`src/rtl/hamming_pkg.sv`:
```
// Shared helpers for the Hamming encode path: position classification and
// the data-bit index carried by each non-parity position.
package hamming_pkg;

  // inject_pos value that leaves the output word untouched
  localparam int INJ_NONE = 0;

  function automatic bit is_pow2(int i);
    return (i > 0) && ((i & (i - 1)) == 0);
  endfunction

  function automatic int data_index(int pos);
    return pos - $clog2(pos) - 1;
  endfunction

endpackage

```
`src/rtl/hamming_parity_gen.sv`:
```
// Combinational even-parity generator: parity bit k covers every data-bearing
// position whose 1-based index has bit k set.
module hamming_parity_gen
  import hamming_pkg::*;
#(
  parameter int parity_bits = 4,
  parameter int data_width  = (1 << parity_bits) - parity_bits - 1,
  parameter int total_width = (1 << parity_bits) - 1
) (
  input  logic [data_width-1:0]  data,
  output logic [parity_bits-1:0] parity
);

  localparam logic [data_width-1:0] ONE = data_width'(1);

  // Coverage masks are folded into constants at elaboration, leaving one
  // XOR tree per parity bit.
  function automatic logic [data_width-1:0] cover_mask(int k);
    logic [data_width-1:0] m;
    m = '0;
    for (int pos = 1; pos <= total_width; pos++) begin
      if (!is_pow2(pos) && (((pos >> k) & 1) == 1))
        m = m | (ONE << data_index(pos));
    end
    return m;
  endfunction

  for (genvar k = 0; k < parity_bits; k++) begin : g_par
    localparam logic [data_width-1:0] MASK = cover_mask(k);
    assign parity[k] = ^(data & MASK);
  end

endmodule

```
`src/rtl/hamming_encoder.sv`:
```
// Two-stage valid/ready Hamming encoder with single-bit fault injection and a
// saturating count of emitted words.
module hamming_encoder
  import hamming_pkg::*;
#(
  parameter int parity_bits = 4,
  parameter int data_width  = (1 << parity_bits) - parity_bits - 1,
  parameter int total_width = (1 << parity_bits) - 1
) (
  input  logic                   clk,
  input  logic                   rst,
  input  logic                   in_valid,
  output logic                   in_ready,
  input  logic [data_width-1:0]  in_data,
  input  logic [parity_bits-1:0] inject_pos,
  output logic                   out_valid,
  input  logic                   out_ready,
  output logic [total_width:1]   out_word,
  output logic [15:0]            words_sent
);

  localparam logic [total_width:1]   WORD_ONE = total_width'(1);
  localparam logic [parity_bits-1:0] INJ_OFF  = parity_bits'(INJ_NONE);

  logic                   s1_valid_q, s1_valid_d;
  logic [data_width-1:0]  s1_data_q, s1_data_d;
  logic [parity_bits-1:0] s1_inj_q, s1_inj_d;
  logic                   s2_valid_q, s2_valid_d;
  logic [total_width:1]   s2_word_q, s2_word_d;
  logic [15:0]            words_sent_q, words_sent_d;

  logic                   s1_adv, s2_adv;
  logic [parity_bits-1:0] parity;
  logic [total_width:1]   coded;
  logic [total_width:1]   inj_mask;

  assign s2_adv   = !s2_valid_q || out_ready;
  assign s1_adv   = !s1_valid_q || s2_adv;
  assign in_ready = s1_adv;

  hamming_parity_gen #(
    .parity_bits(parity_bits),
    .data_width (data_width),
    .total_width(total_width)
  ) u_par (
    .data  (s1_data_q),
    .parity(parity)
  );

  // Scatter data and parity into their 1-based positions.
  for (genvar pos = 1; pos <= total_width; pos++) begin : g_pos
    if (is_pow2(pos)) begin : g_p
      localparam int PI = $clog2(pos);
      assign coded[pos] = parity[PI];
    end else begin : g_d
      localparam int DI = data_index(pos);
      assign coded[pos] = s1_data_q[DI];
    end
  end

  assign inj_mask = (s1_inj_q == INJ_OFF) ? '0 : (WORD_ONE << (s1_inj_q - 1'b1));

  always_comb begin
    s1_valid_d   = s1_valid_q;
    s1_data_d    = s1_data_q;
    s1_inj_d     = s1_inj_q;
    s2_valid_d   = s2_valid_q;
    s2_word_d    = s2_word_q;
    words_sent_d = words_sent_q;

    if (s1_adv) begin
      s1_valid_d = in_valid;
      if (in_valid) begin
        s1_data_d = in_data;
        s1_inj_d  = inject_pos;
      end
    end

    if (s2_adv) begin
      s2_valid_d = s1_valid_q;
      if (s1_valid_q) s2_word_d = coded ^ inj_mask;
    end

    if (s2_valid_q && out_ready && (words_sent_q != 16'hFFFF))
      words_sent_d = words_sent_q + 16'd1;
  end

  always_ff @(posedge clk) begin
    if (rst) begin
      s1_valid_q   <= 1'b0;
      s1_data_q    <= '0;
      s1_inj_q     <= '0;
      s2_valid_q   <= 1'b0;
      s2_word_q    <= '0;
      words_sent_q <= '0;
    end else begin
      s1_valid_q   <= s1_valid_d;
      s1_data_q    <= s1_data_d;
      s1_inj_q     <= s1_inj_d;
      s2_valid_q   <= s2_valid_d;
      s2_word_q    <= s2_word_d;
      words_sent_q <= words_sent_d;
    end
  end

  assign out_valid  = s2_valid_q;
  assign out_word   = s2_word_q;
  assign words_sent = words_sent_q;

endmodule

```
`config.mk`:
```
export PLATFORM = sky130hd
export DESIGN_NAME = hamming_encoder
export DESIGN_NICKNAME = d
export VERILOG_FILES = /design/src/rtl/hamming_pkg.sv /design/src/rtl/hamming_parity_gen.sv /design/src/rtl/hamming_encoder.sv
export SDC_FILE = /design/constraint.sdc
export NUM_CORES = 1
export LEC_CHECK = 0
export CAP_MARGIN = 20
export CORE_MARGIN = 2
export CORE_UTILIZATION = 32
export CTS_BUF_LIST = sky130_fd_sc_hd__clkbuf_4 sky130_fd_sc_hd__clkbuf_8
export CTS_CLUSTER_DIAMETER = 30
export CTS_CLUSTER_SIZE = 20
export DETAILED_ROUTE_END_ITERATION = 10
export GPL_ROUTABILITY_DRIVEN = 0
export SLEW_MARGIN = 20
export SYNTH_ARGS = -nofsm -noshare
export SYNTH_HDL_FRONTEND = slang
export SYNTH_HIERARCHICAL = 1
export SYNTH_SLANG_ARGS = --single-unit
export TNS_END_PERCENT = 1
```
`constraint.sdc`:
```
create_clock -name clk -period 1.59 [get_ports clk]
set_clock_uncertainty 0.1 [all_clocks]
set_input_delay 0.2385 -clock clk [delete_from_list [all_inputs] [get_ports clk]]
set_output_delay 0.2385 -clock clk [all_outputs]
set_load 0.02 [all_outputs]
```
# Yosys cells after proc, flatten, opt, wreduce, memory -nomap -nowiden
# Index checks and enable logic that the tools add are counted.
# totals
register_bits,48
in_bits,19
out_inout_bits,33
wordCells,25
# classes
addsub,2
eq_ne,1
shift,1
mux,1
bitwise_logic,1
reduce_logical,13
# ops
op,n
XOR reduction 11 bit,4
adder 16 x 1 -> 16 bit (second input constant),1
inequality test 16 bit (second input constant),1
two-way mux 15 bit,1
<< shifter 1 x 4 -> 15 bit (first input constant),1
bitwise XOR 15 bit,1
zero test 4 bit,1
AND reduction 2 bit,2
subtractor 4 x 1 -> 4 bit (second input constant),1
logical AND 1 bit,2
zero test 1 bit,2
logical OR 1 bit,2

# Depth between registers and ports, before layout
# logic_depth
word_depth,4
ltp_mapped,6
depth_no_buf,5

# Modules after synthesis
# The synthesis kept the hierarchy.
# modules_own_cells
module,instances,cells_each,area_per_inst_um2,seq_area_each_um2
hamming_encoder,1,259,2170.8,960.9
hamming_parity_gen,1,13,231.5,0.0

# Worst setup path before layout
# No wires, ideal clock.
# synth_path
path_kind,register to register
from,reg words_sent_q[0] (netlist: words_sent[0])
to,reg words_sent_q[10] (netlist: words_sent[10])
setup_ps,135
arrival_ps,1660
required_ps,1355
setup_slack_ps,-305
stages_incl_launch_ff,6
n_path_buf,0
synth_period_minus_slack_ps,1895
path_cell_list,dfxtp_1 ha_1 nand3_1 or3_4 o311ai_0 o41ai_1
# synth_via
elab_chain_len,2
word_cells_on_any_way,3
classes_between,1 x add/sub; 1 x eq/ne; 1 x reduce/logical
# synth_lines
item,line_no,text
start: declaration,hamming_encoder.sv:30,"logic [15:0] words_sent_q, words_sent_d;"
start signal: assignment,hamming_encoder.sv:102,words_sent_q <= words_sent_d;
branches (longest 2 deep; another with adder 16 x 1 -> 16 bit),--,
# Parallel ways; which one is timed is not known.
# A chain may end at the register's enable or synchronous reset.

# Worst setup path after layout
# layout_path
from,reg words_sent_q[1] (netlist: words_sent[1])
to,reg words_sent_q[14] (netlist: words_sent[14])
# The elaborated chain is that of the path after synthesis.

==> results.yml <==
power:
  leakagePower_nw: 1.41
  ir_worst_vdd_mv: 0.421
  powerDensity_nw_per_um2: 771
global_route:
  antenna_found_initial: 0
  grt_use_total_pct: 14.5
  grt_pass1_vias: 2099
  grt_first_pass_wirelength_um: 9930
  gr-total-overflow: 0
  grt_start_max_net_pins: 31
status:
  outcome: "complete, but fails checks"
  violations: "negative setup slack"
sta:
  finalSetupViolCount: 3
  max_freq_ghz: 0.624
  period_share_pct: 101
  hold_viol: 0
  max_slew_margin_pct: 77.2
  fin_crit_ps: 1600
  layout_setup_ws_ps: -11.5
  max_slew.worst_pin.slew_ps: 342
  grt_setup_unrepaired: "yes"
  slew_viol_final: 0
clocking:
  h-tree-depth: 2
  insertion_delay_ps: 310
  numCtsBuffers: 5
  cts_tree: "built"
  clk_pin_slew_ps: 100
  cts-root-buf: "clkbuf_8"
  clockBufferDepth: 2
  numClockSinks: 48
synthesis:
  async_flop_share_pct: 0
  synthTopCellsByArea: "dfxtp_1 (40%), xnor3_1 (7.5%), xnor2_1 (6.9%), a21oi_1 (5.4%), nor2_1 (5.2%)"
  yosysTopAreaCellShare_pct: 40.0
  synth-edff-count: 0
  synth_top_area_cell: "dfxtp_1"
  synth_area_um2: 2400
  yosys_warnings: 6
  ys_seq_elements: 48
  yosys.cell_types.count: 37
  synth_nets: 292
  synthTopCellsByCount: "dfxtp_1 (48), nor2_1 (33), a21oi_1 (26), nand2_1 (26), nand3_1 (20)"
  syn_area_per_cell_um2: 8.83
  syn_inst: 272
  ys_seq_area_share_pct: 40.0
  synth_flop_cell: "dfxtp_1"
  synth.most_common_cell: "dfxtp_1"
worst_setup_path:
  crit_fanout: 6
  endpoint: "words_sent[14]"
  reg2reg_depth: 5
  start_kind: "flip-flop"
  crit_type: "reg2reg"
  timing.rr.end: "words_sent[14]"
  timing.rr.start: "words_sent[1]"
  endpoint_kind: "flip-flop"
  cp_data_required_time_ps: 1730
  arrival_ps: 1740
  r2r_setup_slack_ps: -10
  startpoint: "words_sent[1]"
floorplan:
  core_um2: 7250
  ios: 52
  fp.dieH_um: 90.6
  fp.dieW_um: 90.6
  rows: 31
  start_util_pct: 33.1
  die-area_um2: 8220
place:
  dpl.hpwl_um: 4370
  dpl_cell_area_um2: 3350
  dp_cells: 447
  port_buffers: 51
drt:
  vias: 2194
  drt_first_iter_violations: 79
  ant_nets: 0
  first_pass_iters: 4
  post_drt_wl_per_cell_um: 12.6
  postRouteWirelength_um: 5720
  viasPerCell: 4.82
  drc_errors: 0
run:
  cap_violations: 0
finish:
  fin_cells: 455
  n_antenna_cell: 0
  stdcell_area_um2: 3520
  drive_gt1_share_pct: 25.8
  num-nets-final: 375
  layout-area-overhead-vs-synth_pct: 46.5
hold_path:
  worstHoldPathType: "in2reg"
  worstHoldStart: "in_data[3]"
what timing repair did:
item / 4_1_cts / 5_1_grt
setup buffers: 0 / 0
gates resized for setup: 40 / 19
pin swaps: 4 / 9
setup endpoints to repair: 48 / 20
hold buffers: 0 / 0
cell type report:
class	instances	area, µm²
clock buffer	5	68.8
clock inverter	3	47.5
fill	709	3730
inverter	4	15.0
multi-input combinational	207	1470
sequential	48	1010
tap	99	124
timing repair buffer	89	791
kinds of logic after synthesis:
logic type               share of synthesized area [%]
AO/OA/AOI/OAI                                     14.5
XOR/XNOR                                          15.1
adder cells (fa/ha/maj)                          0.521
buffers and inverters                             3.44
flip-flops                                        40.0
multiplexers                                     0.885
AND/OR/NAND/NOR                                   25.5
power breakdown:
part / internal, W / total, W / switching [W]
sequential: 0.00125 / 0.00130 / 0.0000505
clock: 0.000474 / 0.000911 / 0.000437
combinational: 0.000280 / 0.000503 / 0.000222
total: 0.00200 / 0.00271 / 0.000710
registers in the layout, indices dropped and copies added, names as in the netlist:
signal      count
s1_data_q      11
words_sent     16
s1_inj_q        4
s1_valid_q      1
out_valid       1
out_word       15
metal layers:
layer  wire length [µm]  up-vias  GRT usage [%]
li1                   -     1148              -
met1               2790      999           19.8
met2               2630       42           22.9
met3                221        5           3.34
met4                 70        0           4.36
met5                  0        -              0
layout by cell type, fill, tap and decap left out, types with 3 or more instances in the layout:
| cell type | Yosys | layout |
|---|---|---|
| nor2_1 | 33 | 33 |
| or4_1 | 5 | 4 |
| buf_12 | 0 | 3 |
| dfxtp_4 | 0 | 7 |
| o21ai_0 | 5 | 5 |
| a21oi_2 | 0 | 4 |
| dlygate4sd2_1 | 0 | 34 |
| or3_1 | 4 | 3 |
| xnor2_1 | 19 | 18 |
| nand3_1 | 20 | 18 |
| a21oi_1 | 26 | 22 |
| nand2_1 | 26 | 26 |
| clkdlybuf4s50_1 | 0 | 17 |
| clkbuf_8 | 0 | 5 |
| nand2b_1 | 4 | 4 |
| dfxtp_1 | 48 | 25 |
| inv_1 | 4 | 4 |
| nor3_1 | 9 | 9 |
| buf_4 | 1 | 35 |
| a211oi_1 | 16 | 16 |
| dfxtp_2 | 0 | 16 |
| o31ai_1 | 5 | 5 |
| xnor3_1 | 8 | 8 |
| nand4_1 | 3 | 3 |
worst min path at each step:
stage,depth (start not counted),endpoint
floorplan,2,s1_data_q[10]
global placement,2,words_sent[15]
detailed placement,2,words_sent[11]
CTS,3,s1_data_q[9]
global route,3,s1_data_q[9]
finish,3,s1_data_q[3]
critical path: stages (launching register included):
cell     delay [ps]
dfxtp_4         370
ha_4            170
nand3_4          70
or3_4           370
or3_4           340
a21oi_2         110
stage by stage:
| stage | setup slack (ps) | power (W) | hold slack (ps) | setup TNS [ps] | util, % |
|---|---|---|---|---|---|
| floorplan | -19.3 | 0.00164 | 286 | -68.2 | - |
| global placement | -378 | 0.00185 | 377 | -9410 | 46.2 |
| detailed placement | -391 | 0.00186 | 387 | -9880 | 46.2 |
| CTS | -35.6 | 0.00275 | 388 | -107 | 47.5 |
| global route | -91.4 | 0.00284 | 390 | -946 | 48.5 |
| finish | -11.5 | 0.00271 | 388 | -18.4 | 48.5 |
No activity file was read; power rests on OpenSTA's default activity.
